<file path="config.mk">
export PLATFORM = sky130hd
export DESIGN_NAME = syb_mapping_pipe
export DESIGN_NICKNAME = d
export VERILOG_FILES = /design/src/rtl/syb_mapping_pipe.sv
export SDC_FILE = /design/constraint.sdc
export NUM_CORES = 1
export LEC_CHECK = 0
export CORE_AREA = 2 2 75 77
export DETAILED_ROUTE_END_ITERATION = 7
export DIE_AREA = 0 0 77 79
export GPL_TIMING_DRIVEN = 0
export SYNTH_ARGS = -nofsm -noshare
export SYNTH_HDL_FRONTEND = slang
export SYNTH_SLANG_ARGS = --single-unit
export TNS_END_PERCENT = 50
</file>
<file path="constraint.sdc">
create_clock -name clk -period 4.15 [get_ports clk]
set_input_delay 0.415 -clock clk [delete_from_list [all_inputs] [get_ports clk]]
set_output_delay 0.415 -clock clk [all_outputs]
set_load 0.1 [all_outputs]
</file>
<file path="src/rtl/syb_mapping_pipe.sv">
// -----------------------------------------------------------------------------
// syb_mapping_pipe
//
// Buffered, multi-lane 3B2T symbol mapper for the 100BASE-T1 PCS transmit
// path. Each lane's 3-bit scrambled word Sdn, together with its Sxn bit, is
// queued in a small FIFO and turned into a ternary pair (TA, TB) when the
// symbol-rate strobe sym_en fires.
//
// Ternary encoding on TAn/TBn (2 bits per lane): -1 = 01, 0 = 00, +1 = 11.
//
// Handshake: a word is accepted on every rising clk edge where
// sdn_vld & sdn_rdy. sdn_rdy depends on registered state only (FIFO count and
// the mode latched on the last strobe), so it never combinationally follows
// sdn_vld, sym_en or tx_mode.
//
// Ports
//   clk, rst_n   : PCS clock, asynchronous active-low reset
//   sym_en       : symbol strobe, one output symbol per strobe
//   tx_mode      : 0 SEND_Z, 1 SEND_I, 2 SEND_N, 3 reserved
//   tx_enable    : MII transmit enable (selects data mapping in SEND_N)
//   sdn_vld/rdy  : input word handshake
//   sdn, sxn     : per-lane Sdn (3 bits) and Sxn (1 bit)
//   udf_clr      : clears the sticky underflow indicators
//   TAn, TBn     : per-lane ternary outputs, held between strobes
//   tn_vld       : pulses the cycle after every sym_en
//   udf_pulse    : pulses the cycle after a strobe that found the FIFO empty
//   udf_flag     : sticky underflow indicator
//   udf_cnt      : saturating underflow counter, only when the macro
//                  SYB_MAP_UDF_CNT_EN is defined
// -----------------------------------------------------------------------------
module syb_mapping_pipe #(
    parameter int LANES      = 1,
    parameter int FIFO_DEPTH = 4
) (
    input  logic                 clk,
    input  logic                 rst_n,
    input  logic                 sym_en,
    input  logic [1:0]           tx_mode,
    input  logic                 tx_enable,
    input  logic                 sdn_vld,
    output logic                 sdn_rdy,
    input  logic [3*LANES-1:0]   sdn,
    input  logic [LANES-1:0]     sxn,
    input  logic                 udf_clr,
    output logic [2*LANES-1:0]   TAn,
    output logic [2*LANES-1:0]   TBn,
    output logic                 tn_vld,
    output logic                 udf_pulse,
    output logic                 udf_flag
`ifdef SYB_MAP_UDF_CNT_EN
    ,
    output logic [15:0]          udf_cnt
`endif
);

    localparam logic [1:0] SEND_Z = 2'd0;
    localparam logic [1:0] SEND_I = 2'd1;
    localparam logic [1:0] SEND_N = 2'd2;

    localparam int AW = $clog2(FIFO_DEPTH);
    localparam int CW = AW + 1;
    localparam int WW = 4 * LANES;   // per lane: {sxn, sdn[2:0]}

    // Ternary codes
    localparam logic [1:0] T_M = 2'b01;
    localparam logic [1:0] T_Z = 2'b00;
    localparam logic [1:0] T_P = 2'b11;

    logic [1:0]    mode_q;
    logic [WW-1:0] mem [FIFO_DEPTH];
    logic [AW-1:0] wr_ptr;
    logic [AW-1:0] rd_ptr;
    logic [CW-1:0] count;

    logic          full;
    logic          empty;
    logic          data_mode;
    logic          flush;
    logic          pop;
    logic          push;
    logic          underflow;
    logic [WW-1:0] wr_word;
    logic [WW-1:0] rd_word;
    logic [2*LANES-1:0] ta_nxt;
    logic [2*LANES-1:0] tb_nxt;
    logic [3:0]    sym;

    // Returns {TA, TB}. Only called for SEND_I / SEND_N strobes.
    function automatic logic [3:0] map_sym(input logic [1:0] mode,
                                           input logic       en,
                                           input logic       x,
                                           input logic [2:0] s);
        logic [3:0] r;
        r = {T_Z, T_Z};
        if (mode == SEND_N && en) begin
            // Data mapping; Sxn has no effect here.
            case (s)
                3'b000: r = {T_M, T_M};
                3'b001: r = {T_M, T_Z};
                3'b010: r = {T_M, T_P};
                3'b011: r = {T_Z, T_M};
                3'b100: r = {T_Z, T_P};
                3'b101: r = {T_P, T_M};
                3'b110: r = {T_P, T_Z};
                default: r = {T_P, T_P};
            endcase
        end else if (mode == SEND_N && x) begin
            case (s)
                3'b000: r = {T_M, T_Z};
                3'b001: r = {T_P, T_P};
                3'b010: r = {T_M, T_P};
                3'b011: r = {T_P, T_P};
                3'b100: r = {T_P, T_Z};
                3'b101: r = {T_M, T_M};
                3'b110: r = {T_P, T_M};
                default: r = {T_M, T_M};
            endcase
        end else begin
            // Idle mapping: SEND_I, or SEND_N idle with Sxn = 0.
            case (s)
                3'b000: r = {T_M, T_Z};
                3'b001: r = {T_Z, T_P};
                3'b010: r = {T_M, T_P};
                3'b011: r = {T_Z, T_P};
                3'b100: r = {T_P, T_Z};
                3'b101: r = {T_Z, T_M};
                3'b110: r = {T_P, T_M};
                default: r = {T_Z, T_M};
            endcase
        end
        return r;
    endfunction

    assign full      = (count == CW'(FIFO_DEPTH));
    assign empty     = (count == '0);
    assign sdn_rdy   = !full && (mode_q != SEND_Z);

    // The strobe acts on the live tx_mode, not on mode_q.
    assign data_mode = (tx_mode == SEND_I) || (tx_mode == SEND_N);
    assign flush     = sym_en && (tx_mode == SEND_Z);
    assign pop       = sym_en && data_mode && !empty;
    assign underflow = sym_en && data_mode && empty;
    // A word offered during a SEND_Z strobe is dropped with the flush.
    assign push      = sdn_vld && sdn_rdy && !flush;

    assign rd_word   = mem[rd_ptr];

    always_comb begin
        wr_word = '0;
        for (int l = 0; l < LANES; l++) begin
            wr_word[4*l +: 4] = {sxn[l], sdn[3*l +: 3]};
        end
    end

    always_comb begin
        ta_nxt = '0;
        tb_nxt = '0;
        sym    = '0;
        if (pop) begin
            for (int l = 0; l < LANES; l++) begin
                sym = map_sym(tx_mode, tx_enable, rd_word[4*l+3], rd_word[4*l +: 3]);
                ta_nxt[2*l +: 2] = sym[3:2];
                tb_nxt[2*l +: 2] = sym[1:0];
            end
        end
    end

    // FIFO storage has no reset; its contents are meaningless once the
    // pointers are cleared.
    always_ff @(posedge clk) begin
        if (push) begin
            mem[wr_ptr] <= wr_word;
        end
    end

    always_ff @(posedge clk or negedge rst_n) begin
        if (!rst_n) begin
            wr_ptr <= '0;
            rd_ptr <= '0;
            count  <= '0;
            mode_q <= SEND_Z;
        end else begin
            if (sym_en) begin
                mode_q <= tx_mode;
            end
            if (flush) begin
                wr_ptr <= '0;
                rd_ptr <= '0;
                count  <= '0;
            end else begin
                if (push) wr_ptr <= wr_ptr + AW'(1);
                if (pop)  rd_ptr <= rd_ptr + AW'(1);
                case ({push, pop})
                    2'b10:   count <= count + CW'(1);
                    2'b01:   count <= count - CW'(1);
                    default: count <= count;
                endcase
            end
        end
    end

    always_ff @(posedge clk or negedge rst_n) begin
        if (!rst_n) begin
            TAn       <= '0;
            TBn       <= '0;
            tn_vld    <= 1'b0;
            udf_pulse <= 1'b0;
            udf_flag  <= 1'b0;
        end else begin
            tn_vld    <= sym_en;
            udf_pulse <= underflow;
            if (sym_en) begin
                // Zeros for SEND_Z, reserved mode and underflow.
                TAn <= ta_nxt;
                TBn <= tb_nxt;
            end
            // A fresh underflow beats a simultaneous clear.
            if (underflow) begin
                udf_flag <= 1'b1;
            end else if (udf_clr) begin
                udf_flag <= 1'b0;
            end
        end
    end

`ifdef SYB_MAP_UDF_CNT_EN
    always_ff @(posedge clk or negedge rst_n) begin
        if (!rst_n) begin
            udf_cnt <= '0;
        end else if (underflow) begin
            if (udf_clr) begin
                udf_cnt <= 16'd1;
            end else if (udf_cnt != 16'hFFFF) begin
                udf_cnt <= udf_cnt + 16'd1;
            end
        end else if (udf_clr) begin
            udf_cnt <= '0;
        end
    end
`endif

endmodule

</file>
==> metrics.cfg, run 1 <==
[place]
pre_cts_slack_ns = 1.46
place_area_sq_um = 1820
portBuffers = 19
dpl.cell_count = 206
place.gp.congestion = 0.691
dpl.hpwl_mm = 2.08

[yosys]
synth_warnings = 0
synth-seq-cells = 32
synthArstFlopShare_pct = 50.0
synth_edf_count = 16
syn_inst = 115
synth_area_sq_um = 1540
synth_nets = 134
syn_avg_cell_area_sq_um = 13.3
synth_cell_types = 40
synth_ff_type = edfxtp_1
yosys.area.top_type_share_pct = 31.3
ys_top_cells_by_area = edfxtp_1, dfrtp_1, ha_1
yosys.area.top_type = edfxtp_1
yosysSeqAreaShare_pct = 57.4

[worst_setup_path]
crit_buf_inv = 1
critPathRequiredTime_ns = 3.73
critPathLaunchType = flop
cpLargestDelayFamily = buffers and inverters
worstSetupEndpointType = output pin
worstPathCellList = nor3b_1, nor2_1, clkdlybuf4s50_1
critPathKind = flop to output pin
crit_fanout = 7
worst_ep_arrival_time_ns = 2.30
slowest_stage = clkdlybuf4s50_1
slowest_delay_ns = 0.99

[global_routing]
grt_pass1_vias = 1055
grt.total_usage_pct = 10.2
grt_overflow = 0
use_met3_pct = 2.95
top_usage_layer = met2
grtUsageMet2_pct = 17.4
grt_pass1_wl_mm = 4.69
grt_max_degree = 17
met1_usage_pct = 11.2
antenna_found_initial = 0

[clock_network]
clk_pin_slew_ns = 0.06
cts_resized = 0
root_buffer = clkbuf_8
cts_setup_buffers = 0
cts_buffers = 5
cts_buffer_depth = 2
clk_latency_ns = 0.29
cts_max_level = 2
postCtsHoldBufs = 0
cts_sinks = 32
cts_tree = done

[drt]
first_iter_violations = 41
drt-total-wl_mm = 2.80
num_vias = 987
dr.pass1.iters = 4
drtAntennaViolNets = 0
drcViolationCount = 0
wl_per_cell_um = 13.1
viasPerCell = 4.61

[die]
num_rows = 27
core_sq_um = 5340
dieArea_sq_um = 6080
start_util_pct = 28.8
ios = 20
die_x_um = 77
fp.dieH_um = 79

[sta]
period_needed_ns = 2.71
setup_ws_ns = 1.44
rsz0062_at_grt = false
holdWs_ns = 0.494
hold_violations = 0
clock.fmax_mhz = 369
setup-violations-final = 0
worst_slew_pin_slew_ns = 1.12
slew_headroom_pct = 24.7
final-max-slew-violation-count = 0
finalSetupTns_ns = 0
fin_crit_sh_pct = 65.4
worst_clock_skew_ns = 0.00924

[layout]
post-route-util_pct = 35.5
drive_above_1_share_pct = 10.6
n_antenna_cell = 0
fillers = 549
final_cell_area_sq_um = 1900
fin_cells = 214
final_nets = 160
synthToLayoutAreaGrowth_pct = 23.6

[worst_hold_path]
min_path_type = flop to flop

[power]
p_leak_nw = 0.754
peakVddDrop_v = 0.000264
power.density_nw_per_um2 = 656
finalPower_mw = 1.24

[flow_run]
maxCapViolations = 0

[outcome]
status = finished, final reports clean

-- flip-flops by register name, indices dropped and copies added (netlist names), 2 cells and up --
signal,cells
count,3
rd_ptr,2
mem,16
wr_ptr,2
mode_q,2
TBn,2
TAn,2
-- worst paths after layout --
check | startpoint | to | slack [ns] | cells after the start
min in group asynchronous | rst_n | rd_ptr[1]$_DFFE_PN0P_ | 0.57 | 1
hold reg to reg | udf_flag$_DFFE_PN0P_ | udf_flag$_DFFE_PN0P_ | 0.49 | 1
setup reg to reg | count[0]$_DFFE_PN0P_ | count[2]$_DFFE_PN0P_ | 1.70 | 5
max in group asynchronous | rst_n | udf_pulse$_DFF_PN0_ | 3.09 | 1
setup / recovery | count[0]$_DFFE_PN0P_ | sdn_rdy | 1.44 | 3
hold / removal | udf_flag$_DFFE_PN0P_ | udf_flag$_DFFE_PN0P_ | 0.49 | 1
-- cells in the final DEF (no fill, tap or decap), types with 2 or more instances in the layout --
cell             synthesis  layout
clkdlybuf4s50_1          0      19
dfrtp_1                 16      16
edfxtp_1                16      16
inv_1                    8       8
nand2_1                  8       8
nor2_1                   7       7
ha_1                     6       6
clkbuf_8                 0       5
a21oi_1                  4       4
and3_1                   4       4
clkbuf_1                 1       3
mux4_2                   3       3
o21ai_0                  3       3
xnor2_1                  3       3
mux2i_1                  3       3
nor3b_1                  2       2
nor3_1                   2       2
o311ai_0                 2       2
mux2_2                   2       2
a32oi_1                  2       2
and2_1                   2       2
-- logic make-up (layout without fill, tap and decap cells) --
group | after synthesis | in the layout | share of synthesized area [%]
simple gates | 33 | 33 | 11.7
flops | 32 | 32 | 57.4
compound gates | 18 | 18 | 8.80
buf+inv | 11 | 38 | 3.18
mux | 10 | 10 | 10.5
fa+ha+maj | 7 | 7 | 6.19
xor+xnor | 4 | 4 | 2.28
-- cell type report --
type,instances,area (sq um),share of cell area [%]
multi-input combinational,72,606,31.9
clock buffer,7,76.3,4.02
tap,72,90.1,4.75
inverter,8,30.0,1.58
buffer,3,18.8,0.989
clock inverter,1,5.00,0.264
timing repair buffer,19,190,10.0
sequential,32,881,46.4
-- worst register-to-register path, delay by kind of cell, from the launching register on --
family	cells	cell delay [ns]
AO/OA/AOI/OAI	2	1.10
flip-flops	1	0.46
adder cells (fa/ha/maj)	1	0.44
multiplexers	2	0.38
-- synthesized netlist by cell type, types with 3 or more instances --
cell type / count
a21oi_1: 4
and3_1: 4
dfrtp_1: 16
edfxtp_1: 16
ha_1: 6
inv_1: 8
mux2i_1: 3
mux4_2: 3
nand2_1: 8
nor2_1: 7
o21ai_0: 3
xnor2_1: 3
-- routing by layer --
metal  part of all wire (%)  vias up
li1                       -      478
met3                    4.4        8
met5                      0        -
met4                    2.4        0
met2                     49       17
met1                     44      484
-- report_power, final --
part           switching, mW  leakage, nW  internal [mW]
registers             0.0603        0.348          0.410
logic                  0.345        0.364          0.201
clock network          0.111       0.0422          0.117
total                  0.516        0.754          0.729
Power figures use the tool's default switching activity.
==> run 2: changes to the inputs <==
clock period = 2.8 ns   (was 4.15 ns; I/O delays follow)
==> results of run 2 <==
Same layout as run 1 (identical final DEF). Status: finished, final reports clean.
Among the figures that moved: setup slack after placement 1.46 ns -> 0.243 ns; clock-pin slew on the worst setup and hold paths 0.06 ns -> 0.07 ns; setup slack after layout 1.44 ns -> 0.223 ns; hold slack 0.494 ns -> 0.439 ns; register-to-register setup slack 1.70 ns -> 0.35 ns; total power 1.24 mW -> 1.84 mW; worst IR drop on VDD 0.000264 V -> 0.000391 V
==> run 3: changes to the inputs <==
SLEW_MARGIN = 20   (was not set)
==> run 3 against run 2 <==
Clock power about the same. Flip-flop and latch count unchanged. Core utilization unchanged. Critical endpoint unchanged.
==> metrics.cfg, run 3 (same netlist as run 1, synthesis figures left out) <==
[layout]
multi_input_area_sq_um = 606  ; unchanged
final_cell_area_sq_um = 1900  ; unchanged
fillers = 549  ; unchanged
post-route-util_pct = 35.5  ; unchanged
final_nets = 160  ; unchanged
drive_above_1_share_pct = 10.6  ; unchanged
synthToLayoutAreaGrowth_pct = 23.6  ; unchanged
final_cell_mix = clkdlybuf4s50_1, dfrtp_1, edfxtp_1  ; unchanged
max_flop_register = mem  ; unchanged
n_antenna_cell = 0  ; unchanged
largest_reg_flops = 16  ; unchanged
final_common_cell = clkdlybuf4s50_1  ; unchanged
reg_top3 = mem (16), count (3)  ; unchanged
regArea_sq_um = 881  ; unchanged

[global_routing]
grt_overflow = 0  ; unchanged
grt_pass1_vias = 1055  ; unchanged
grt_pass1_wl_mm = 4.69  ; unchanged
grt_max_degree = 17  ; unchanged
grt.total_usage_pct = 10.2  ; unchanged
grtUsageMet2_pct = 17.4  ; unchanged
top_usage_layer = met2  ; unchanged
antenna_found_initial = 0  ; unchanged
met1_usage_pct = 11.2  ; unchanged
use_met3_pct = 2.95  ; unchanged

[clock_network]
cts_setup_buffers = 0  ; unchanged
root_buffer = clkbuf_8  ; unchanged
clk_latency_ns = 0.29  ; about the same
cts_buffers = 5  ; unchanged
cts_resized = 0  ; unchanged
clk_pin_slew_ns = 0.07  ; about the same
cts_sinks = 32  ; unchanged
cts_max_level = 2  ; unchanged
cts_buffer_depth = 2  ; unchanged
postCtsHoldBufs = 0  ; unchanged
cts_tree = done  ; unchanged

[worst_setup_path]
worst_ep_arrival_time_ns = 2.30  ; about the same
critPathKind = flop to output pin  ; unchanged
critPathRequiredTime_ns = 2.52  ; about the same
critPathLaunchType = flop  ; unchanged
worstSetupEndpointType = output pin  ; unchanged
reg2reg_depth = 6  ; was 5
timing.rr.end = count[2]$_DFFE_PN0P_  ; unchanged
r2r_setup_slack_ns = 0.47  ; was 0.35 ns
r2r-start = count[0]$_DFFE_PN0P_  ; unchanged
crit_fanout = 7  ; unchanged

[power]
peakVddDrop_v = 0.000391  ; about the same
comb_power_share_pct = 43.8  ; was 43.9%
p_int_mw = 1.08  ; about the same
p_leak_nw = 0.755  ; was 0.754 nW
finalPower_mw = 1.85  ; was 1.84 mW
p_sw_uw = 766  ; was 764 uW
seqPwrFrac_pct = 37.8  ; about the same
swShare_pct = 41.5  ; was 41.4%
p_clk_share_pct = 18.3  ; was 18.4%
power.density_nw_per_um2 = 973  ; was 972 nW/um^2

[sta]
fin_crit_sh_pct = 92.1  ; was 92.0%
hold_violations = 0  ; unchanged
worst_clock_skew_ns = 0.00936  ; was 0.00924 ns
rsz0062_at_grt = false  ; unchanged
period_needed_ns = 2.58  ; about the same
clock.fmax_mhz = 388  ; about the same
finalSetupTns_ns = 0  ; unchanged
worst_slew_pin_slew_ns = 0.972  ; was 1.12 ns
setup-violations-final = 0  ; unchanged
slew_headroom_pct = 35.0  ; was 24.7%
final-max-slew-violation-count = 0  ; unchanged

[drt]
drtAntennaViolNets = 0  ; unchanged
viasPerCell = 4.62  ; was 4.61
first_iter_violations = 43  ; was 41
drcViolationCount = 0  ; unchanged
drt-total-wl_mm = 2.79  ; was 2.80 mm
wl_per_cell_um = 13.1  ; about the same
dr.pass1.iters = 4  ; unchanged
num_vias = 989  ; was 987

[place]
dpl.hpwl_mm = 2.08  ; unchanged
portBuffers = 19  ; unchanged
place.gp.congestion = 0.691  ; unchanged
place_area_sq_um = 1820  ; unchanged

[die]
dieArea_sq_um = 6080  ; unchanged
num_rows = 27  ; unchanged
core_sq_um = 5340  ; unchanged
start_util_pct = 28.8  ; unchanged
fp.dieH_um = 79  ; unchanged
die_x_um = 77  ; unchanged
ios = 20  ; unchanged

[worst_hold_path]
min_path_type = input port to async pin  ; unchanged

[flow_run]
maxCapViolations = 0  ; unchanged

[outcome]
status = finished, final reports clean  ; unchanged

==> run 3: cell counts in the layout (fill, tap and decap cells not counted) <==
No cell type changed its count.
==> run 3: per-layer routing <==
layer	up-vias	wire, um
li1	478	-
met1	486	1240
met2	17	1370
met3	8	124
met4	0	67
met5	-	0
==> run 3: worst max-delay path: stages (launching register included) <==
cell	delay [ns]
dfrtp_1	0.46
nor3b_1	0.46
nor2_1	0.10
clkdlybuf4s50_1	0.99
==> run 3: how the worst max path moves through the flow <==
stage | start | to
floorplan | count[2]$_DFFE_PN0P_ | sdn_rdy
global placement | sym_en | count[1]$_DFFE_PN0P_
detailed placement | sym_en | count[1]$_DFFE_PN0P_
CTS | count[1]$_DFFE_PN0P_ | sdn_rdy
global route | count[0]$_DFFE_PN0P_ | sdn_rdy
finish | count[0]$_DFFE_PN0P_ | sdn_rdy
==> run 3: power groups by stage <==
stage | sequential, mW | combinational, mW | clock [mW]
after floorplan | 0.900 | 0.424 | 0
after global placement | 0.697 | 0.795 | 0
after detailed placement | 0.708 | 0.813 | 0
after CTS | 0.699 | 0.816 | 0.347
after global routing | 0.714 | 0.875 | 0.369
final | 0.698 | 0.809 | 0.339
==> run 3: stage by stage <==
step / hold WS [ns] / setup WS [ns] / instances
floorplan: -0.0156 / 0.669 / 115
global placement: 0.468 / 0.308 / 206
detailed placement: 0.478 / 0.243 / 206
CTS: 0.454 / 0.219 / 214
global route: 0.464 / 0.128 / 214
finish: 0.439 / 0.220 / 214
==> run 3: area by class of cell <==
class	count	share of cell area, %
Clock inverter	1	0.264
Buffer	3	0.989
Inverter	8	1.58
Multi-Input combinational cell	72	31.9
Tap cell	72	4.75
Sequential cell	32	46.4
Timing Repair Buffer	19	10.0
Clock buffer	7	4.02
